### src/rtl/en_pulse_gen.sv
// en_pulse_gen: N_CH independent one-cycle enable pulses derived from clk_100mhz.
// Each channel is a down-counter reloaded from its active divisor. A run-time
// divisor write parks in a shadow register and is adopted at the next terminal
// count, or at a sync strobe. This keeps the current period intact.
// Optional build macro: EN_PULSE_TOGGLE_EN adds tog_out, a per-channel square
// wave that flips on every enable pulse.
module en_pulse_gen #(
  parameter int                 N_CH     = 4,
  parameter int                 CW       = 27,
  parameter logic [N_CH*CW-1:0] DIV_INIT = {27'd66_666_666, 27'd262_144,
                                            27'd50_000_000, 27'd100_000_000}
) (
  input  logic                     clk_100mhz,
  input  logic                     rst,
  input  logic                     run,
  input  logic                     sync,
  input  logic                     cfg_we,
  input  logic [$clog2(N_CH)-1:0]  cfg_ch,
  input  logic [CW-1:0]            cfg_div,
  output logic [N_CH-1:0]          en_out,
`ifdef EN_PULSE_TOGGLE_EN
  output logic [N_CH-1:0]          tog_out,
`endif
  output logic [N_CH-1:0]          cfg_pend
);

  localparam int CHW = $clog2(N_CH);

  // Reload value for a divisor: a divisor of 0 behaves like 1 (pulse every cycle).
  function automatic logic [CW-1:0] eff_m1(input logic [CW-1:0] d);
    return (d == '0) ? '0 : d - 1'b1;
  endfunction

  for (genvar gi = 0; gi < N_CH; gi++) begin : g_ch
    localparam logic [CHW-1:0] CH_IDX   = CHW'(gi);
    localparam logic [CW-1:0]  INIT_DIV = DIV_INIT[gi*CW +: CW];
    localparam logic [CW-1:0]  INIT_CNT = eff_m1(INIT_DIV);

    logic [CW-1:0] cnt_q, cnt_d;
    logic [CW-1:0] act_q, act_d;
    logic [CW-1:0] shd_q, shd_d;
    logic [CW-1:0] nxt_div;
    logic          pend_q, pend_d;
    logic          en_q, en_d;
    logic          wr_hit;
    logic          reload;
`ifdef EN_PULSE_TOGGLE_EN
    logic          tog_q, tog_d;
`endif

    // Next-state: sync beats terminal count. A write that lands on a reload
    // cycle is adopted directly, so it never shows up as pending.
    always_comb begin
      wr_hit  = cfg_we && (cfg_ch == CH_IDX);
      nxt_div = wr_hit ? cfg_div : (pend_q ? shd_q : act_q);
      reload  = sync || (run && (cnt_q == '0));
      cnt_d   = cnt_q;
      act_d   = act_q;
      shd_d   = shd_q;
      pend_d  = pend_q;
      en_d    = 1'b0;
`ifdef EN_PULSE_TOGGLE_EN
      tog_d   = tog_q;
`endif
      if (wr_hit) begin
        shd_d = cfg_div;
      end
      if (reload) begin
        cnt_d  = eff_m1(nxt_div);
        act_d  = nxt_div;
        pend_d = 1'b0;
        en_d   = !sync;
`ifdef EN_PULSE_TOGGLE_EN
        tog_d  = sync ? 1'b0 : !tog_q;
`endif
      end else begin
        if (wr_hit) begin
          pend_d = 1'b1;
        end
        if (run) begin
          cnt_d = cnt_q - 1'b1;
        end
      end
    end

    // Channel state registers; reset restores the build-time divisor.
    always_ff @(posedge clk_100mhz or posedge rst) begin
      if (rst) begin
        cnt_q  <= INIT_CNT;
        act_q  <= INIT_DIV;
        shd_q  <= '0;
        pend_q <= 1'b0;
        en_q   <= 1'b0;
`ifdef EN_PULSE_TOGGLE_EN
        tog_q  <= 1'b0;
`endif
      end else begin
        cnt_q  <= cnt_d;
        act_q  <= act_d;
        shd_q  <= shd_d;
        pend_q <= pend_d;
        en_q   <= en_d;
`ifdef EN_PULSE_TOGGLE_EN
        tog_q  <= tog_d;
`endif
      end
    end

    assign en_out[gi]   = en_q;
    assign cfg_pend[gi] = pend_q;
`ifdef EN_PULSE_TOGGLE_EN
    assign tog_out[gi]  = tog_q;
`endif
  end

endmodule

### config.mk
export PLATFORM = sky130hd
export DESIGN_NAME = en_pulse_gen
export DESIGN_NICKNAME = d
export VERILOG_FILES = /design/src/rtl/en_pulse_gen.sv
export SDC_FILE = /design/constraint.sdc
export NUM_CORES = 1
export LEC_CHECK = 0
export BUFFER_PORTS_ARGS = -buffer_cell sky130_fd_sc_hd__buf_2
export CAP_MARGIN = 40
export CELL_PAD_IN_SITES_DETAIL_PLACEMENT = 0
export CELL_PAD_IN_SITES_GLOBAL_PLACEMENT = 1
export CORE_MARGIN = 8
export CORE_UTILIZATION = 25
export CTS_CLUSTER_DIAMETER = 120
export DETAILED_ROUTE_END_ITERATION = 8
export GPL_TIMING_DRIVEN = 0
export PLACE_DENSITY_LB_ADDON = 0.1
export SLEW_MARGIN = 20
export SYNTH_ARGS = -nofsm -noshare
export SYNTH_HDL_FRONTEND = slang
export SYNTH_SLANG_ARGS = --single-unit
### constraint.sdc
create_clock -name clk_100mhz -period 15.3 [get_ports clk_100mhz]
set_input_delay 0.765 -clock clk_100mhz [delete_from_list [all_inputs] [get_ports clk_100mhz]]
set_output_delay 0.765 -clock clk_100mhz [all_outputs]
set_load 0.02 [all_outputs]
==> run metrics, run 1 <==
Peak VDD IR 0.0775 mV; internal power 2.09 mW; Mean Syn Cell Area 8.45 sq um; largest net degree at the start of global routing 85; critical path arrival 5920 ps; core area 80300 sq um; sequential share of power 39.3%; final WL 93.9 mm; Static Leak 9.52 nW; syn nets 2437; RSZ-0062 raised after global routing no; CP endpoint kind flip-flop; Hold Violations, Final 0; final period utilization 35.8%; Slew Limit Fails 0; pre-CTS setup slack 9470 ps; worst-skew pair later-pin latency 590 ps; Tot GR Track Use 20.4%; PwrDens 137 nW/um^2; Psw 1.16 mW; Net Sw Frac 35.6%; Async SR Flop Fraction 100%; # hold bufs at CTS 0; register area share after synthesis 41.7%; FILL cells 8467; via-per-instance ratio 5.25; antenna violation net count after detailed routing 0; Design Area, Final 23700 sq um; Residual DRC 0; final worst slack 9820 ps; Port Buffers 32; Setup CP Type flip-flop to flip-flop; post-cts repair resize count 0; First-pass DRT Iterations 5; via count 18.9k; Max Cap Viol 0; GRT overflow 0; Cell Area, Placed 22200 sq um; post-synthesis instance total 2395; Num Clock Sinks 332; Clock power frac 33.9%; number of global-route vias before repair 18.7k; mapped cell area 20200 sq um; status completed; Worst EP required 15740 ps; iteration-0 DRC count of the detailed router 1544; Startpoint Class flip-flop; row count 104; share of cells above drive strength 1 15.0%; CTS root buffer clkbuf_16; Horiz. Die Dim 301 um; Max Clk Rate 182 MHz; Nets 2551; Tightest Hold Check Type primary input to asynchronous set/reset pin; Max FO, Critical Path 10; Worst Clk Skew 9.89 ps; Final Setup Violations 0; ys flop type dfrtp_1; die height 301 um; initial antenna violation count 11; fin crit period 5480 ps; I/O pin count 42; number of synthesized flops with an enable pin 0; Comb power frac 26.8%; Cell variety after synth 94; area grow syn2layout 17.0%; Post-CTS Setup Inserts 0; first-pass GRT wire length 137 mm; Clk pin slew, worst setup/hold paths 60 ps; Starting Density 25.2%; slew at the pin closest to its max-slew limit 865 ps; CTS H-tree depth 2; Clock Path Buffers 3; DP HPWL 68.3 mm; WL per Instance 26.0 um; CTS tree done; DIE AREA 90300 sq um; TritonCTS Buffers 46; routability cong. 0.842; Slew HR 41.5%; synth warn 0; synthesized flop and latch total 332
registers in the layout (all words and copies together) (netlist names):
signal,cells
g_ch.act_q,108
g_ch.cnt_q,108
g_ch.en_q,4
g_ch.pend_q,4
g_ch.shd_q,108
worst paths after layout:
kind / startpoint / endpoint / slack, ps / cells after the start
min in group clk_100mhz: g_ch[0].act_q[20] / g_ch[0].act_q[20] / 450 / 2
max in group asynchronous: rst / g_ch[0].act_q[22] / 13610 / 5
min reg2reg: g_ch[0].act_q[20] / g_ch[0].act_q[20] / 450 / 2
min: rst / g_ch[2].act_q[6] / 150 / 2
max: g_ch[3].pend_q / g_ch[3].cnt_q[2] / 9820 / 15
max reg2reg: g_ch[3].pend_q / g_ch[3].cnt_q[2] / 9820 / 15
power by group through the flow:
stage	sequential, mW	combinational (mW)	clock, mW
4_1_cts	1.27	0.869	1.13
3_3_place_gp	1.28	0.846	0
3_5_place_dp	1.29	0.866	0
2_1_floorplan	1.24	0.598	0
6_report	1.28	0.873	1.10
5_1_grt	1.31	0.964	1.16
cells in the final DEF (no fill, tap or decap), types with 36 or more instances in the layout:
master,instances
o21ai_0,218
o21a_1,36
clkbuf_1,108
nor3_1,73
buf_2,64
xor2_1,42
xnor2_1,59
nor4_1,49
nor2_1,161
mux2i_1,111
clkbuf_16,49
dfrtp_1,226
nand2_1,530
o22ai_1,36
a21oi_1,103
nand3_1,55
dfstp_2,106
per-layer routing:
layer / global-route usage, % / share of wire [%] / vias up
met4: 5.66 / 2.8 / 0
met5: 0 / 0 / -
met3: 2.67 / 4.9 / 123
li1: - / - / 8790
met2: 31.8 / 44 / 566
met1: 29.2 / 48 / 9451
critical path, cell delays in order, from the launching register on:
cell and delay [ps]:
dfrtp_1 340, buf_2 230, buf_1 570, buf_2 460, buf_1 260, buf_6 200, mux2i_1 190, o21a_1 240
ha_1 260, nand4_1 160, a21boi_0 510, buf_2 250, nand4_2 260, o21ai_1 610, clkbuf_1 600, o21ai_0 190
through the flow:
step	cells	utilization [%]	setup TNS, ps	hold slack, ps	total power [mW]
after detailed placement	3520	27.6	0	446	2.15
after global routing	3605	29.5	0	165	3.44
after floorplan	2395	-	0	433	1.84
final	3606	29.5	0	155	3.25
after global placement	3487	27.1	-1240	446	2.13
after CTS	3604	29.5	0	139	3.28
kinds of logic after synthesis:
logic type      share of synthesized area [%]
mux                                      7.18
buf+inv                                  4.38
compound gates                           17.6
fa+ha+maj                               0.495
xor+xnor                                 4.37
flops                                    41.7
simple gates                             24.3
synthesized netlist by cell type (29+ instances only):
master,count,area [sq um]
nor2_1,162,608
nand3_1,55,275
clkbuf_1,105,394
nand2_1,530,1990
mux2i_1,111,1110
a21oi_1,103,515
dfrtp_1,226,5660
xnor2_1,59,517
o21ai_0,218,1090
nand4_1,29,181
or3_1,30,188
nor4_1,49,307
dfstp_2,106,2790
o22ai_1,36,225
o21a_1,36,270
nor3_1,75,375
xor2_1,42,368
layout make-up:
class | count | area, sq um | area share [%]
buffer | 171 | 808 | 3.41
inverter | 26 | 105 | 0.444
timing repair buffer | 66 | 573 | 2.42
antenna | 1 | 2.50 | 0.0106
clock buffer | 72 | 1360 | 5.75
tap | 1060 | 1330 | 5.60
multi-input combinational | 1866 | 10900 | 46.1
sequential | 332 | 8440 | 35.6
clock inverter | 12 | 138 | 0.581
(Power assumes the default switching activity.)
==> run 2: changes to the inputs <==
==> constraint.sdc (replaced) <==
create_clock -name clk_100mhz -period 4.8 [get_ports clk_100mhz]
set_input_delay 0.24 -clock clk_100mhz [delete_from_list [all_inputs] [get_ports clk_100mhz]]
set_output_delay 0.24 -clock clk_100mhz [all_outputs]
set_load 0.02 [all_outputs]
==> run 2 against run 1 <==
  * The flow now finishes with violations (DRC)
  * Sequential share of layout area is 0.36 points lower
  * Final cell count increased by 0.22%
  * Largest power group unchanged
  * First-iteration DRC count decreased by 15%
  * Combinational power grew to 3.2 times the previous value
  * Clock power rose to 3.3 times the previous value
  * Non-clock buffer count is 7 higher
  * Register-to-register slack lost 9600 ps
  * Highest routed layer is now met5
  * Critical endpoint is now g_ch[2].cnt_q[20]
==> run metrics, run 2 (synthesis gave the netlist of run 1 again) <==
status finished with violations (was completed); failing checks DRC; Residual DRC 3 (was 0); Nets 2558 (was 2551); I/O pin count 42 (unchanged); reg2reg setup slack 260 ps (was 9820 ps); commonest non-fill, non-tap cell in the layout nand2_1 (unchanged); First-pass DRT Iterations 9 (was 5); CTS tree done (unchanged); final std cells w/o fill 3614 (was 3606); Tot GR Track Use 20.2% (was 20.4%); internal power 6.76 mW (was 2.09 mW); fin crit period 4540 ps (was 5480 ps); Design Area, Final 23900 sq um (was 23700 sq um); Hold Path Cell Cnt 3; WHS Endpoint g_ch[0].shd_q[25]; share of cells above drive strength 1 15.6% (was 15.0%); die height 301 um (unchanged); Clock power frac 34.4% (was 33.9%); Seq. cell area 8440 sq um (unchanged); crit-path max cell delay 600 ps (was 610 ps); CP endpoint kind flip-flop (unchanged); top flop regs g_ch.act_q: 108 flops, g_ch.cnt_q: 108 flops, g_ch.shd_q: 108 flops (unchanged); Worst Clk Skew 18.8 ps (was 9.89 ps); Num Clock Sinks 332 (unchanged); first-pass GRT wire length 135 mm (was 137 mm); slew at the pin closest to its max-slew limit 904 ps (was 865 ps); setup tns final 0 ps (unchanged); Slew HR 39.8% (was 41.5%); Clock Path Buffers 3 (unchanged); GRT overflow 0 (unchanged); area grow syn2layout 18.2% (was 17.0%); Comb power frac 26.7% (was 26.8%); r2r startpoint g_ch[2].pend_q (was g_ch[3].pend_q); post-placement cell count 3529 (was 3520); PwrDens 437 nW/um^2 (was 137 nW/um^2); TritonCTS Buffers 46 (unchanged); WL per Instance 25.8 um (was 26.0 um); Clk pin slew, worst setup/hold paths 60 ps (about the same); via-per-instance ratio 5.20 (was 5.25); Worst R2R Path Depth 14 (was 15); slowest CP cell dfrtp_1 (was o21ai_1); critical path cell sequence buf_2, buf_4, buf_2, buf_2, mux2i_1, nor2_1, a21oi_1, ha_1, o311a_1, clkbuf_2, nand4b_1, o31a_1, nor3_1, o31ai_1 (was buf_2, buf_1, buf_2, buf_1, buf_6, mux2i_1, o21a_1, ha_1, nand4_1, a21boi_0, buf_2, nand4_2, o21ai_1, clkbuf_1, o21ai_0); Setup CP Type flip-flop to flip-flop (unchanged); DP HPWL 69.0 mm (was 68.3 mm); CTS H-tree depth 2 (unchanged); Max Cap Viol 0 (unchanged); routability cong. 0.845 (was 0.842); Worst EP required 5270 ps (was 15740 ps); Starting Density 25.2% (unchanged); sequential share of power 38.9% (was 39.3%); Peak VDD IR 0.236 mV (was 0.0775 mV); Psw 3.69 mW (was 1.16 mW); hold slack 70.1 ps (was 155 ps); via count 18.8k (was 18.9k); antenna violation net count after detailed routing 0 (unchanged); worst-skew pair later-pin latency 590 ps (about the same); Tightest Hold Check Type primary input to flip-flop (was primary input to asynchronous set/reset pin); commonest cells after routing, fill and taps aside nand2_1, dfrtp_1, o21ai_0 (unchanged); final WL 93.3 mm (was 93.9 mm); core area 80300 sq um (unchanged); RSZ-0062 raised after global routing no (unchanged); number of global-route vias before repair 18.2k (was 18.7k); Startpoint Class flip-flop (unchanged); FILL cells 8518 (was 8467); Max Clk Rate 220 MHz (was 182 MHz); critical path arrival 5010 ps (was 5920 ps); area of the multi-input gates 10900 sq um (about the same); Cell Area, Placed 22300 sq um (was 22200 sq um); largest net degree at the start of global routing 32 (was 85); min-delay src cfg_div[25]; crit-path most repeated cell buf_2 (unchanged); Reg-to-Reg End g_ch[2].cnt_q[20] (was g_ch[3].cnt_q[2]); DIE AREA 90300 sq um (unchanged); Max FO, Critical Path 10 (unchanged); Net Sw Frac 35.3% (was 35.6%); Static Leak 9.65 nW (was 9.52 nW); Horiz. Die Dim 301 um (unchanged); row count 104 (unchanged); CTS root buffer clkbuf_16 (unchanged); Slew Limit Fails 0 (unchanged); Port Buffers 32 (unchanged); Hold Violations, Final 0 (unchanged); final period utilization 94.6% (was 35.8%); iteration-0 DRC count of the detailed router 1310 (was 1544); Post-CTS Setup Inserts 0 (unchanged); Final Setup Violations 0 (unchanged); initial antenna violation count 5 (was 11)
run 2: cell types whose count changed in the layout (fill, tap and decap cells not counted), sizes merged:
| cell | previous run | this run |
|---|---|---|
| dlygate4sd3 | 0 | 2 |
| clkbuf | 178 | 182 |
| buf | 131 | 138 |
| bufinv | 3 | 2 |
| clkinv | 8 | 4 |
run 2: area by class of cell:
type / instances / share of cell area, %
antenna: 1 / 0.0105
buffer: 168 / 3.35
clock buffer: 78 / 6.16
clock inverter: 7 / 0.371
inverter: 26 / 0.424
multi-input combinational: 1866 / 45.7
sequential: 332 / 35.3
tap: 1060 / 5.54
timing repair buffer: 76 / 3.13
run 2: repair_timing:
item                                    in CTS  in global routing
hold buffers                                 2                  0
resized for setup                            5                  2
endpoints found under the setup margin      58                 11
hold endpoints to repair                    34                  0
run 2: worst max-delay path by stage:
stage                             end            from  slack, ps  cells past startpoint
global placement    g_ch[0].shd_q[16]             rst      -2720                      2
detailed placement   g_ch[3].cnt_q[2]  g_ch[3].pend_q       -720                     15
global route        g_ch[2].cnt_q[20]  g_ch[2].pend_q         20                     14
floorplan            g_ch[0].act_q[0]             rst        210                      1
CTS                 g_ch[2].cnt_q[22]  g_ch[2].pend_q        100                     13
finish              g_ch[2].cnt_q[20]  g_ch[2].pend_q        260                     14
run 2: per-layer routing:
| layer | vias up | global-route usage [%] | wire (um) |
|---|---|---|---|
| met1 | 9355 | 29.1 | 44900 |
| li1 | 8802 | - | - |
| met4 | 2 | 5.07 | 2380 |
| met5 | - | 0 | 13 |
| met2 | 539 | 31.9 | 41700 |
| met3 | 110 | 2.39 | 4280 |
run 2: power by group through the flow:
stage | logic [mW] | clock network (mW) | registers [mW]
after detailed placement | 2.77 | 0 | 4.10
after CTS | 2.78 | 3.70 | 4.06
after global routing | 3.09 | 3.79 | 4.16
final | 2.79 | 3.60 | 4.07
after floorplan | 1.91 | 0 | 3.95
after global placement | 2.69 | 0 | 4.09
run 2: through the flow:
| step | total power [mW] | utilization, % | setup slack, ps |
|---|---|---|---|
| 3_3_place_gp | 6.79 | 27.1 | -2720 |
| 4_1_cts | 10.5 | 29.8 | 101 |
| 3_5_place_dp | 6.86 | 27.8 | -718 |
| 2_1_floorplan | 5.86 | - | 212 |
| 6_report | 10.5 | 29.8 | 257 |
| 5_1_grt | 11.0 | 29.8 | 17.0 |
run 2: critical path, delay by kind of cell (launching register included):
| kind | cells | cell delay [ps] |
|---|---|---|
| compound gates | 4 | 1060 |
| fa+ha+maj | 1 | 300 |
| buf+inv | 5 | 1610 |
| flops | 1 | 600 |
| mux | 1 | 230 |
| simple gates | 3 | 590 |
==> run 3: changes to the inputs <==
--- a/config.mk
+++ b/config.mk
@@ -5,6 +5,7 @@
 export SDC_FILE = /design/constraint.sdc
 export NUM_CORES = 1
 export LEC_CHECK = 0
+export ABC_AREA = 1
 export BUFFER_PORTS_ARGS = -buffer_cell sky130_fd_sc_hd__buf_2
 export CAP_MARGIN = 40
 export CELL_PAD_IN_SITES_DETAIL_PLACEMENT = 0
==> run 3 against run 2 <==
  * The flow now finishes without violations
  * Maximum frequency is 30% higher
  * Sequential power down 6.4%
  * Global-route usage is 1.3 points lower
  * Critical path depth is 3 higher
  * Die area rose by 7.1%
  * Via count is 14% higher
  * Register-to-register slack improved by 1000 ps
  * Count of clock-buffer cells in the layout down 7
  * Clock power increased by 4%
  * Synthesized cell count is 38% higher
  * First-iteration DRC count shrank 2.9%
==> run metrics, run 3 <==
sequential share of power 35.9% (was 38.9%); slew at the pin closest to its max-slew limit 822 ps (was 904 ps); Mean Syn Cell Area 6.58 sq um (was 8.45 sq um); number of synthesized flops with an enable pin 0 (unchanged); critical path arrival 4000 ps (was 5010 ps); register area share after synthesis 38.8% (was 41.7%); I/O pin count 42 (unchanged); routability cong. 0.835 (was 0.845); TritonCTS Buffers 48 (was 46); Yosys top cell area share 26.0% (was 27.9%); ys flop type dfrtp_1 (unchanged); first-pass GRT wire length 139 mm (was 135 mm); Clk pin slew, worst setup/hold paths 50 ps (was 60 ps); mapped cell area 21800 sq um (was 20200 sq um); internal power 6.67 mW (was 6.76 mW); largest net degree at the start of global routing 31 (was 32); final period utilization 73.0% (was 94.6%); buffers and inverters on the worst path 5 (unchanged); crit-path max cell delay 420 ps (was 600 ps); slowest CP cell clkbuf_1 (was dfrtp_1); CTS root buffer clkbuf_16 (unchanged); critical path cell sequence buf_2, clkbuf_1, o21ai_0, nand2_1, o21ai_1, inv_1, ha_1, nand3_1, nor2_2, inv_1, nor2_1, nand2_1, nor2_1, nor2_2, buf_6, o21ai_1, a21oi_1 (was buf_2, buf_4, buf_2, buf_2, mux2i_1, nor2_1, a21oi_1, ha_1, o311a_1, clkbuf_2, nand4b_1, o31a_1, nor3_1, o31ai_1); Tightest Hold Check Type primary input to flip-flop (unchanged); number of global-route vias before repair 21.1k (was 18.2k); Max Cap Viol 0 (unchanged); area grow syn2layout 17.0% (was 18.2%); biggest area consumer among synthesized cells dfrtp_1 (unchanged); Residual DRC 0 (was 3); worst-skew pair later-pin latency 600 ps (was 590 ps); CTS tree done (unchanged); Setup CP Type flip-flop to flip-flop (unchanged); Cell variety after synth 45 (was 94); row count 108 (was 104); Net Sw Frac 37.0% (was 35.3%); Num Clock Sinks 332 (unchanged); post-cts repair resize count 0 (was 5); Worst Clk Skew 30.7 ps (was 18.8 ps); Max Clk Rate 286 MHz (was 220 MHz); Async SR Flop Fraction 100% (unchanged); core area 86500 sq um (was 80300 sq um); DIE AREA 96700 sq um (was 90300 sq um); iteration-0 DRC count of the detailed router 1272 (was 1310); Cell Area, Placed 23800 sq um (was 22300 sq um); via-per-instance ratio 4.63 (was 5.20); GRT overflow 0 (unchanged); Static Leak 12.4 nW (was 9.65 nW); die height 311 um (was 301 um); Slew HR 44.6% (was 39.8%); Psw 3.93 mW (was 3.69 mW); via count 21.4k (was 18.8k); pre-CTS setup slack 1310 ps (was -718 ps); kind of cell adding the most delay to the critical path simple AND/OR/NAND/NOR gates (was buffers and inverters); status completed (was finished with violations); commonest non-fill, non-tap cell in the layout nand2_1 (unchanged); syn nets 3349 (was 2437); Design Area, Final 25500 sq um (was 23900 sq um); Tot GR Track Use 18.9% (was 20.2%); PwrDens 416 nW/um^2 (was 437 nW/um^2); top flop regs g_ch.act_q: 108 flops, g_ch.cnt_q: 108 flops, g_ch.shd_q: 108 flops (unchanged); Nets 3458 (was 2558); final WL 93.9 mm (was 93.3 mm); Slew Limit Fails 0 (unchanged); RSZ-0062 raised after global routing no (unchanged); final worst slack 1300 ps (was 257 ps); Startpoint Class flip-flop (unchanged); Horiz. Die Dim 311 um (was 301 um); Comb power frac 28.8% (was 26.7%); First-pass DRT Iterations 5 (was 9); Port Buffers 36 (was 32); Peak VDD IR 0.257 mV (was 0.236 mV); CP endpoint kind flip-flop (unchanged); commonest cells after routing, fill and taps aside nand2_1, nor2_1, inv_1 (was nand2_1, dfrtp_1, o21ai_0); Max FO, Critical Path 10 (unchanged); Clock Path Buffers 3 (unchanged); synth warn 0 (unchanged); DP HPWL 71.4 mm (was 69.0 mm); share of cells above drive strength 1 12.1% (was 15.6%); Worst EP required 5300 ps (was 5270 ps); WL per Instance 20.4 um (was 25.8 um); commonest cells in the netlist nand2_1, nor2_1, inv_1 (was nand2_1, dfrtp_1, o21ai_0); Final Setup Violations 0 (unchanged); post-synthesis instance total 3307 (was 2395); synthesized flop and latch total 332 (unchanged); antenna violation net count after detailed routing 0 (unchanged); Clock power frac 35.3% (was 34.4%); setup tns final 0 ps (unchanged); initial antenna violation count 6 (was 5); fin crit period 3500 ps (was 4540 ps); Starting Density 25.2% (about the same); Hold Violations, Final 0 (unchanged); CTS H-tree depth 2 (unchanged); most common cell in the netlist nand2_1 (unchanged); Synth area leaders dfrtp_1, nand2_1, dfstp_2, nor2_1, o21ai_0 (was dfrtp_1, dfstp_2, nand2_1, mux2i_1, o21ai_0)
## run 3: final cells by class
cell class	count	area, sq um
sequential	332	8440
clock inverter	18	200
timing repair buffer	59	598
tap	1155	1450
inverter	280	1060
fill	9609	61000
buffer	140	847
antenna	1	2.50
multi-input combinational	2555	11400
clock buffer	71	1450
## run 3: path summary, 6_finish.rpt
kind                                     end              start  slack, ps  cells after the start
max in group asynchronous  g_ch[0].act_q[26]                rst       3190                      8
min in group asynchronous  g_ch[3].cnt_q[18]                rst        190                      3
setup reg to reg            g_ch[1].cnt_q[3]     g_ch[1].pend_q       1300                     17
setup / recovery            g_ch[1].cnt_q[3]     g_ch[1].pend_q       1300                     17
hold reg to reg            g_ch[0].shd_q[24]  g_ch[0].shd_q[24]        470                      2
hold / removal              g_ch[0].shd_q[3]         cfg_div[3]         60                      3
## run 3: timing repair
action / in CTS / in global routing
hold endpoints to repair: 50 / 0
hold buffers: 1 / 0
endpoints found under the setup margin: 0 / 0
setup buffers: 0 / 0
## run 3: worst min-delay path, stage by stage
cell and delay, ps:
buf_2 190, nand3_1 130, nand2_1 60
## run 3: logic make-up after synthesis
group,after synthesis,synth area share (%)
flip-flops,332,38.8
XOR/XNOR,79,3.18
adder cells (fa/ha/maj),8,0.460
AND/OR/NAND/NOR,2027,38.2
buffers and inverters,420,8.71
AO/OA/AOI/OAI,441,10.7
## run 3: through the flow
step / hold slack (ps) / std cells / util, % / power [mW]
2_1_floorplan: 368 / 3307 / - / 5.89
3_3_place_gp: 454 / 4498 / 27.0 / 6.84
3_5_place_dp: 273 / 4520 / 27.5 / 6.89
4_1_cts: 12.8 / 4610 / 29.4 / 10.7
5_1_grt: 29.8 / 4610 / 29.4 / 11.3
6_report: 57.4 / 4611 / 29.4 / 10.6
## run 3: power by group through the flow
stage                     Sequential, mW  Clock, mW  Combinational (mW)
final                               3.81       3.74                3.05
after detailed placement            3.84          0                3.05
after CTS                           3.80       3.87                3.06
after floorplan                     3.74          0                2.14
after global placement              3.84          0                2.99
after global routing                3.88       3.97                3.47
## run 3: routing by layer
layer | track usage (%) | routed length, um | vias to the layer above
li1 | - | - | 10600
met1 | 24.9 | 42400 | 10100
met2 | 30.5 | 42400 | 492
met3 | 3.63 | 5320 | 135
met4 | 7.17 | 3780 | 2
met5 | 0 | 13 | -
